## src/rtl/mcs_io_bus_ctrl_if.sv

```systemverilog
// MicroBlaze MCS IO-bus signal bundle: the MCS is the master, the bus controller the slave.
interface mcs_io_bus_ctrl_if;
   logic [31:0] IO_Address;
   logic        IO_Addr_Strobe;
   logic        IO_Read_Strobe;
   logic        IO_Write_Strobe;
   logic [3:0]  IO_Byte_Enable;
   logic [31:0] IO_Write_Data;
   logic [31:0] IO_Read_Data;
   logic        IO_Ready;

   modport master (
      output IO_Address, IO_Addr_Strobe, IO_Read_Strobe, IO_Write_Strobe,
             IO_Byte_Enable, IO_Write_Data,
      input  IO_Read_Data, IO_Ready
   );

   modport slave (
      input  IO_Address, IO_Addr_Strobe, IO_Read_Strobe, IO_Write_Strobe,
             IO_Byte_Enable, IO_Write_Data,
      output IO_Read_Data, IO_Ready
   );
endinterface

```

## src/rtl/mcs_io_bus_ctrl.sv

```systemverilog
// Sequences MCS IO-bus accesses onto NSLV peripheral slaves with strobe/ACK handshake
// and a timeout watchdog so every MCS access completes.
module mcs_io_bus_ctrl #(
   parameter int          NSLV      = 4,
   parameter logic [31:0] BASE_ADDR = 32'hC000_0000,
   parameter int          SLV_AW    = 8,
   parameter int          TIMEOUT   = 255,
   parameter logic [31:0] TO_DATA   = 32'hFFFF_FFFF
) (
   input  logic                 CLK,
   input  logic                 nRST,
   mcs_io_bus_ctrl_if.slave     io,
   output logic [SLV_AW-1:0]    SL_ADDR,
   output logic [31:0]          SL_WDATA,
   output logic [3:0]           SL_BE,
   output logic [NSLV-1:0]      SL_RD,
   output logic [NSLV-1:0]      SL_WR,
   input  logic [32*NSLV-1:0]   SL_RDATA,
   input  logic [NSLV-1:0]      SL_ACK,
   output logic                 ERR,
   output logic [31:0]          ERR_ADDR
);

   localparam logic [1:0]  ST_IDLE  = 2'd0;
   localparam logic [1:0]  ST_ISSUE = 2'd1;
   localparam logic [1:0]  ST_WAIT  = 2'd2;
   localparam logic [1:0]  ST_DONE  = 2'd3;
   localparam int          TAG_LSB  = SLV_AW + 3;
   localparam logic [15:0] TO_LIMIT = TIMEOUT[15:0];
   localparam logic [3:0]  NSLV_CNT = NSLV[3:0];

   logic [1:0]      state_reg;
   logic [15:0]     cnt_reg;
   logic            is_wr_reg;
   logic [NSLV-1:0] sel_reg;
   logic [31:0]     addr_reg;
   logic [31:0]     rdata_reg;
   logic            err_reg;
   logic [31:0]     err_addr_reg;
   logic [NSLV-1:0] rd_stb_reg;
   logic [NSLV-1:0] wr_stb_reg;

   logic            capture;
   logic [2:0]      dec_idx;
   logic            base_hit;
   logic            mapped;
   logic [NSLV-1:0] dec_onehot;
   logic            ack;
   logic [31:0]     slice_masked [NSLV];
   logic [31:0]     rdata_sel;

   assign capture  = (state_reg == ST_IDLE) && io.IO_Addr_Strobe &&
                     (io.IO_Read_Strobe || io.IO_Write_Strobe);
   assign dec_idx  = io.IO_Address[SLV_AW+2:SLV_AW];
   assign base_hit = (io.IO_Address[31:TAG_LSB] == BASE_ADDR[31:TAG_LSB]);
   assign mapped   = base_hit && ({1'b0, dec_idx} < NSLV_CNT);

   // ACKs from slaves other than the captured one are masked off here.
   assign ack = |(SL_ACK & sel_reg);

   generate
      for (genvar gi = 0; gi < NSLV; gi++) begin : g_slv
         assign dec_onehot[gi]   = (dec_idx == 3'(gi));
         assign slice_masked[gi] = SL_RDATA[32*gi +: 32] & {32{sel_reg[gi]}};
      end
   endgenerate

   always_comb begin
      rdata_sel = '0;
      for (int i = 0; i < NSLV; i++) rdata_sel = rdata_sel | slice_masked[i];
   end

   always_ff @(posedge CLK or negedge nRST) begin
      if (!nRST) begin
         state_reg    <= ST_IDLE;
         cnt_reg      <= '0;
         is_wr_reg    <= 1'b0;
         sel_reg      <= '0;
         addr_reg     <= '0;
         rdata_reg    <= '0;
         err_reg      <= 1'b0;
         err_addr_reg <= '0;
         rd_stb_reg   <= '0;
         wr_stb_reg   <= '0;
         SL_ADDR      <= '0;
         SL_WDATA     <= '0;
         SL_BE        <= '0;
      end else begin
         rd_stb_reg <= '0;
         wr_stb_reg <= '0;
         err_reg    <= 1'b0;
         case (state_reg)
            ST_IDLE: begin
               if (capture) begin
                  addr_reg  <= io.IO_Address;
                  SL_ADDR   <= io.IO_Address[SLV_AW-1:0];
                  SL_WDATA  <= io.IO_Write_Data;
                  SL_BE     <= io.IO_Byte_Enable;
                  is_wr_reg <= io.IO_Write_Strobe;
                  cnt_reg   <= '0;
                  if (mapped) begin
                     sel_reg   <= dec_onehot;
                     state_reg <= ST_ISSUE;
                     if (io.IO_Write_Strobe) wr_stb_reg <= dec_onehot;
                     else                    rd_stb_reg <= dec_onehot;
                  end else begin
                     // Unmapped: complete immediately, writes are dropped.
                     sel_reg      <= '0;
                     state_reg    <= ST_DONE;
                     err_reg      <= 1'b1;
                     err_addr_reg <= io.IO_Address;
                     if (!io.IO_Write_Strobe) rdata_reg <= TO_DATA;
                  end
               end
            end
            ST_ISSUE: begin
               if (ack) begin
                  if (!is_wr_reg) rdata_reg <= rdata_sel;
                  state_reg <= ST_DONE;
               end else begin
                  cnt_reg   <= 16'd1;
                  state_reg <= ST_WAIT;
               end
            end
            ST_WAIT: begin
               // ACK takes priority over a timeout landing in the same cycle.
               if (ack) begin
                  if (!is_wr_reg) rdata_reg <= rdata_sel;
                  state_reg <= ST_DONE;
               end else if (cnt_reg == TO_LIMIT) begin
                  if (!is_wr_reg) rdata_reg <= TO_DATA;
                  err_reg      <= 1'b1;
                  err_addr_reg <= addr_reg;
                  state_reg    <= ST_DONE;
               end else begin
                  cnt_reg <= cnt_reg + 16'd1;
               end
            end
            default: state_reg <= ST_IDLE;
         endcase
      end
   end

   assign io.IO_Read_Data = rdata_reg;
   assign io.IO_Ready     = (state_reg == ST_DONE);
   assign SL_RD           = rd_stb_reg;
   assign SL_WR           = wr_stb_reg;
   assign ERR             = err_reg;
   assign ERR_ADDR        = err_addr_reg;

endmodule

```

## src/flat_wrapper.sv

```systemverilog
// flat-port wrapper written by rule: the top's interface ports become plain ports
module mcs_io_bus_ctrl_flat 
#(
   parameter int          NSLV      = 4,
   parameter logic [31:0] BASE_ADDR = 32'hC000_0000,
   parameter int          SLV_AW    = 8,
   parameter int          TIMEOUT   = 255,
   parameter logic [31:0] TO_DATA   = 32'hFFFF_FFFF
)
  (CLK, nRST, SL_ADDR, SL_WDATA, SL_BE, SL_RD, SL_WR, SL_RDATA, SL_ACK, ERR, ERR_ADDR, io_IO_Address, io_IO_Addr_Strobe, io_IO_Read_Strobe, io_IO_Write_Strobe, io_IO_Byte_Enable, io_IO_Write_Data, io_IO_Read_Data, io_IO_Ready);
  mcs_io_bus_ctrl_if io_i ();
  input  logic CLK;
  input  logic nRST;
  output logic [SLV_AW-1:0] SL_ADDR;
  output logic [31:0] SL_WDATA;
  output logic [3:0] SL_BE;
  output logic [NSLV-1:0] SL_RD;
  output logic [NSLV-1:0] SL_WR;
  input  logic [32*NSLV-1:0] SL_RDATA;
  input  logic [NSLV-1:0] SL_ACK;
  output logic ERR;
  output logic [31:0] ERR_ADDR;
  input wire logic [$bits(io_i.IO_Address)-1:0] io_IO_Address;
  input wire logic [$bits(io_i.IO_Addr_Strobe)-1:0] io_IO_Addr_Strobe;
  input wire logic [$bits(io_i.IO_Read_Strobe)-1:0] io_IO_Read_Strobe;
  input wire logic [$bits(io_i.IO_Write_Strobe)-1:0] io_IO_Write_Strobe;
  input wire logic [$bits(io_i.IO_Byte_Enable)-1:0] io_IO_Byte_Enable;
  input wire logic [$bits(io_i.IO_Write_Data)-1:0] io_IO_Write_Data;
  output wire logic [$bits(io_i.IO_Read_Data)-1:0] io_IO_Read_Data;
  output wire logic [$bits(io_i.IO_Ready)-1:0] io_IO_Ready;
  assign io_i.IO_Address = io_IO_Address;
  assign io_i.IO_Addr_Strobe = io_IO_Addr_Strobe;
  assign io_i.IO_Read_Strobe = io_IO_Read_Strobe;
  assign io_i.IO_Write_Strobe = io_IO_Write_Strobe;
  assign io_i.IO_Byte_Enable = io_IO_Byte_Enable;
  assign io_i.IO_Write_Data = io_IO_Write_Data;
  assign io_IO_Read_Data = io_i.IO_Read_Data;
  assign io_IO_Ready = io_i.IO_Ready;
  mcs_io_bus_ctrl #(.NSLV(NSLV), .BASE_ADDR(BASE_ADDR), .SLV_AW(SLV_AW), .TIMEOUT(TIMEOUT), .TO_DATA(TO_DATA)) u_core (.CLK(CLK), .nRST(nRST), .io(io_i), .SL_ADDR(SL_ADDR), .SL_WDATA(SL_WDATA), .SL_BE(SL_BE), .SL_RD(SL_RD), .SL_WR(SL_WR), .SL_RDATA(SL_RDATA), .SL_ACK(SL_ACK), .ERR(ERR), .ERR_ADDR(ERR_ADDR));
endmodule
```

## config.mk

```make
export PLATFORM = sky130hd
export DESIGN_NAME = mcs_io_bus_ctrl_flat
export DESIGN_NICKNAME = d
export VERILOG_FILES = /design/src/rtl/mcs_io_bus_ctrl_if.sv /design/src/rtl/mcs_io_bus_ctrl.sv /design/src/flat_wrapper.sv
export SDC_FILE = /design/constraint.sdc
export NUM_CORES = 1
export LEC_CHECK = 0
export ABC_CLOCK_PERIOD_IN_PS = 3000
export BUFFER_PORTS_ARGS = -buffer_cell sky130_fd_sc_hd__buf_2
export CAP_MARGIN = 25
export CORE_UTILIZATION = 35
export DETAILED_ROUTE_END_ITERATION = 16
export SETUP_SLACK_MARGIN = 0.3
export SLEW_MARGIN = 5
export SYNTH_ARGS = -nofsm -noshare
export SYNTH_HDL_FRONTEND = slang
export SYNTH_SLANG_ARGS = --single-unit
```

## constraint.sdc

```tcl
create_clock -name CLK -period 3 [get_ports CLK]
set_input_delay 0.45 -clock CLK [delete_from_list [all_inputs] [get_ports CLK]]
set_output_delay 0.45 -clock CLK [all_outputs]
set_load 0.01 [all_outputs]
```

==> results.cfg, run 1 <==
[outcome]
run_status = finished, final reports clean

[clock_network]
post_cts_buffers = 0
cts_tree = built
clock-sinks = 164
worstSkewPairLatency_ns = 0.43
numCtsBuffers = 17
max-clock-path-buffers = 2
cts_htree_levels = 4
ctsRootBufferMaster = clkbuf_16
clk_pin_slew_ns = 0.07

[final_layout]
area_growth_syn_to_layout_pct = 30.5
fin_nets = 1181
fill_cells = 2124
final_area_um2 = 10500
multi_input_area_um2 = 3620
ff_latch_area_um2 = 4100
drive_gt1_frac = 0.517

[die]
dieArea_um2 = 23600
core-area_um2 = 22600
start_util = 0.356
rows = 55
die_h_um = 154
ios = 323
die_width_um = 154

[sta]
drv_slew = 0
finalSetupViolCount = 0
tns_ns = 0
grt_setup_unrepaired = no
period_share = 0.819
tightest_slew_ns = 0.613
slew_headroom = 0.588
fmaxAchievable_ghz = 0.407
fin_skew_ns = 0.0110
hold_viol = 0
period_needed_ns = 2.46

[critical_path]
cp_slowest_cell = a211o_4
crit_chain = ha_1 > and4_4 > nand4_2 > a311o_1 > a211o_4 > o2bb2ai_1
slowest_delay_ns = 0.51
path_class = register to register
cp.arrival_ns = 2.80
critPathRequiredTime_ns = 3.34
path_max_fanout = 32
cpLargestDelayFamily = compound AO/OA/AOI/OAI gates
critPathCaptureType = register
crit_buf_inv = 0
startpoint_type = register

[route]
routed_wl_um = 22500
ant_nets = 0
drt_iter0_markers = 424
wire_per_inst_um = 17.7
firstDrtPassIters = 5
via_count = 6615
drcViolationCount = 0
drt-vias-per-instance = 5.20

[synth]
netlist_area_um2 = 8060
synth-compound-area-share = 0.182
synth_xor_area_frac = 0
yosysTopAreaCell = dfrtp_1
ys_types = 54
yosys.cell_count.top_type = dfrtp_1
synth_mux_area_frac = 0.189
yosysTopAreaCellShare = 0.509
async_flop_share = 1.00
synth_common_cells = dfrtp_1, mux2_2, a22oi_1
yosysWarnings = 0
yosys.area_share.simple = 0.0700
synthCells = 672
synth_top_family_by_area = multiplexers
synth_area_per_cell_um2 = 12.0
synth_edf_count = 0
synth_area_leaders = dfrtp_1, mux2_2, a22oi_1
ys_seq_elements = 164
seq_area_frac_synth = 0.509
synth_top_flop_cell = dfrtp_1
syn_nets = 882
synthAdderAreaFrac = 0.00777

[place]
gp_congestion = 0.797
placed_area_um2 = 9900
numPortBuffers = 322
dpl.hpwl_um = 16500

[worst_hold_path]
worstHoldPathType = input pin to register

[power]
seqPwrFrac = 0.337
swShare = 0.381
p_leak_nw = 4.75
p_clk_frac = 0.199
internal-power_mw = 6.86
power_density_nw_per_um2 = 1050
ir_worst_vdd_mv = 0.516
combinationalPowerShare = 0.465
p_switching_mw = 4.22

[global_route]
grt_pass1_vias = 6521
grt_use_total = 0.191
grt_pass1_wl_um = 35500
gr-total-overflow = 0
grt_antenna_before_repair = 2
grt_max_degree = 76

[run]
drv_cap = 0
==> final timing paths <==
kind,start,slack [ns],cells past startpoint,end
setup / recovery,u_core.cnt_reg[0],0.54,6,u_core.io.IO_Read_Data[29]
hold / removal,io_IO_Byte_Enable[3],0.25,2,u_core.SL_BE[3]
setup reg to reg,u_core.cnt_reg[0],0.54,6,u_core.io.IO_Read_Data[29]
hold reg to reg,u_core.ERR_ADDR[15],0.48,1,u_core.ERR_ADDR[15]
max in group asynchronous,nRST,1.55,3,u_core.ERR_ADDR[1]
min in group asynchronous,nRST,0.55,2,u_core.ERR_ADDR[28]
==> cells in the final DEF, fill, tap and decap left out, types with 3 or more instances in the layout <==
cell         n
nand3_1      6
mux2_2     104
a31oi_1      7
nand4_1      5
nand2_1     28
ha_1         4
buf_4       13
a22oi_1     64
mux2_1      30
clkbuf_16   17
dfrtp_1    164
o2bb2ai_2   23
inv_1        6
inv_6        5
nor2_1      49
nor3_1       3
a21oi_1     40
o2bb2ai_1    9
o22a_1       6
o21ai_0     14
buf_2      321
buf_12       4
o21a_1       3
nor3b_1      3
nor4_1       6
==> per-stage QoR <==
step,utilization,worst slack [ns],cells,power (mW),hold WS [ns]
floorplan,-,0.725,672,7.34,0.154
detailed placement,0.437,0.372,1236,9.01,0.458
global route,0.464,0.378,1270,11.8,0.232
CTS,0.464,0.561,1269,11.2,0.228
finish,0.464,0.544,1271,11.1,0.246
global placement,0.437,0.269,1236,8.87,0.454
==> power groups by stage <==
| stage | Combinational (mW) | Sequential, mW | Clock (mW) |
|---|---|---|---|
| after CTS | 5.25 | 3.73 | 2.26 |
| after detailed placement | 5.25 | 3.76 | 0 |
| after global routing | 5.61 | 3.85 | 2.34 |
| final | 5.15 | 3.73 | 2.20 |
| after global placement | 5.13 | 3.74 | 0 |
| after floorplan | 3.30 | 4.04 | 0 |
==> cell families (layout without fill, tap and decap cells) <==
group,count (synthesis),count (layout)
multiplexers,135,135
AO/OA/AOI/OAI,185,185
AND/OR/NAND/NOR,117,117
flip-flops,164,164
buffers and inverters,66,378
adder cells (fa/ha/maj),5,5
other,0,2
==> metal layers <==
layer	track usage	part of all wire	up-vias
met5	0	0	-
met4	0.0695	0.025	0
met3	0.0536	0.073	32
met2	0.303	0.47	268
met1	0.249	0.43	3213
li1	-	-	3102
==> cell type report <==
cell class / count / area share
Antenna cell: 2 / 0.000476
Inverter: 6 / 0.00214
Clock inverter: 14 / 0.0153
Clock buffer: 18 / 0.0418
Timing Repair Buffer: 340 / 0.172
Multi-Input combinational cell: 442 / 0.344
Sequential cell: 164 / 0.390
Tap cell: 285 / 0.0339
==> timing repair <==
item                      4_1_cts  5_1_grt
resized for setup               0        0
hold buffers                    1        0
hold endpoints to repair        9        0
==> worst register-to-register path, delay by kind of cell (launching register included) <==
kind,cells,cell delay [ns]
and+or+nand+nor,2,0.49
adders and majority gates,1,0.27
AOI/OAI and AO/OA,3,1.23
DFF,1,0.38
Note: power is estimated with default switching activity, not from simulation.
==> run 2: changes to the inputs <==
- ABC_CLOCK_PERIOD_IN_PS: 3000 -> 2100
- clock period: 3 -> 2.1 ns (I/O delays scaled with it)
==> results.cfg, run 2 (synthesis gave the netlist of run 1 again) <==
[power]
power_density_nw_per_um2 = 1610
ir_worst_vdd_mv = 0.754
p_leak_nw = 5.38

[critical_path]
path_max_fanout = 8
critPathRequiredTime_ns = 2.41
cp_slowest_cell = dfrtp_1
crit_buf_inv = 3
critPathCaptureType = register
path_class = register to register
crit_chain = nor4_2 > buf_4 > nand4_4 > o21a_1 > a211oi_4 > buf_6 > buf_12 > mux2_4
slowest_delay_ns = 0.39
cp.arrival_ns = 2.48
startpoint_type = register
cpLargestDelayFamily = buffers and inverters

[clock_network]
clk_pin_slew_ns = 0.08
clock-sinks = 164
ctsRootBufferMaster = clkbuf_16
worstSkewPairLatency_ns = 0.43
cts_htree_levels = 4
numCtsBuffers = 17
cts_tree = built
max-clock-path-buffers = 2

[die]
ios = 323
dieArea_um2 = 23600
die_width_um = 154
core-area_um2 = 22600
rows = 55
die_h_um = 154
start_util = 0.356

[place]
placed_area_um2 = 10300
dpl.hpwl_um = 16600
gp_congestion = 0.804
numPortBuffers = 322

[sta]
fin_skew_ns = 0.0114
slew_headroom = 0.702
fmaxAchievable_ghz = 0.461
period_share = 1.03
holdWs_ns = 0.112
drv_slew = 0
tightest_slew_ns = 0.440
finalSetupViolCount = 47
period_needed_ns = 2.17
hold_viol = 0
grt_setup_unrepaired = yes
worst_slack_ns = -0.0689

[global_route]
use_met3 = 0.0544
grt_antenna_before_repair = 1
use_met2 = 0.332
met1_usage = 0.250
gr-total-overflow = 0
grt_use_total = 0.199
busiest_layer = met2
grt_max_degree = 63
grt_pass1_wl_um = 36500
grt_pass1_vias = 6738

[final_layout]
fin_nets = 1248
final_area_um2 = 11800
drive_gt1_frac = 0.607
area_growth_syn_to_layout_pct = 46.0
layout_common_cells = buf_2, dfrtp_1, mux2_2
layout_commonest_cell = buf_2
fill_cells = 2026
antenna_cells = 0

[route]
ant_nets = 0
wire_per_inst_um = 18.5
drcViolationCount = 0
drt-vias-per-instance = 5.19
routed_wl_um = 24700
firstDrtPassIters = 4
via_count = 6938
drt_iter0_markers = 328

[worst_hold_path]
worstHoldPathType = input pin to register

[outcome]
violations = negative setup slack
run_status = finished with violations

[run]
drv_cap = 0
[run 2: changes by cell type in the layout (fill, tap and decap cells not counted), moves of 5 or more]
cell       change
buf_4         +42
buf_6         +12
mux2_1        -30
mux2_4        +33
nor2_1         -5
o2bb2ai_1      -9
o2bb2ai_4     +13
[run 2: layer usage]
metal / part of all wire / wire length, um
met1: 0.43 / 10600
met2: 0.49 / 12100
met3: 0.063 / 1560
met4: 0.017 / 429
met5: 0.00053 / 13
[run 2: path summary, 6_finish.rpt]
path | start | end | slack (ns) | depth (start not counted)
setup / recovery | u_core.cnt_reg[12] | u_core.ERR_ADDR[29] | -0.07 | 8
hold / removal | io_IO_Byte_Enable[3] | u_core.SL_BE[3] | 0.11 | 2
setup reg to reg | u_core.cnt_reg[12] | u_core.ERR_ADDR[29] | -0.07 | 8
hold reg to reg | u_core.cnt_reg[5] | u_core.cnt_reg[5] | 0.48 | 1
max in group asynchronous | nRST | u_core.io.IO_Read_Data[7] | 1.07 | 3
min in group asynchronous | nRST | u_core.addr_reg[24] | 0.31 | 2
[run 2: power by group]
group          internal [mW]  switching (mW)  total, mW
logic                   5.45            4.84       10.3
clock network           1.73            1.46       3.19
registers               4.59           0.850       5.44
total                   11.8            7.15       18.9
[run 2: final cells by class]
cell class | count | area [um^2] | share of cell area
multi-input combinational | 442 | 4120 | 0.350
sequential | 164 | 4100 | 0.349
timing repair buffer | 407 | 2570 | 0.218
clock buffer | 18 | 439 | 0.0373
tap | 285 | 357 | 0.0303
clock inverter | 14 | 153 | 0.0130
inverter | 6 | 22.5 | 0.00191
[run 2: repair_timing]
| item | in CTS | in global routing |
|---|---|---|
| resized for setup | 56 | 52 |
| endpoints found under the setup margin | 139 | 150 |
| pin swaps | 28 | 26 |
| cloned | 3 | 6 |
| setup buffers | 10 | 3 |
| endpoints found under the hold margin | 26 | 0 |
| hold buffers | 1 | 0 |
[run 2: stage by stage]
stage	std cells	TNS, ns	power, mW	util	worst slack, ns
after floorplan	672	0	10.6	-	0.0530
after global placement	1281	-6.55	13.1	0.454	-0.126
after detailed placement	1281	-4.30	13.3	0.454	-0.0965
after CTS	1327	-3.62	17.6	0.499	-0.113
after global routing	1336	-7.60	20.0	0.520	-0.161
final	1336	-2.02	18.9	0.520	-0.0689
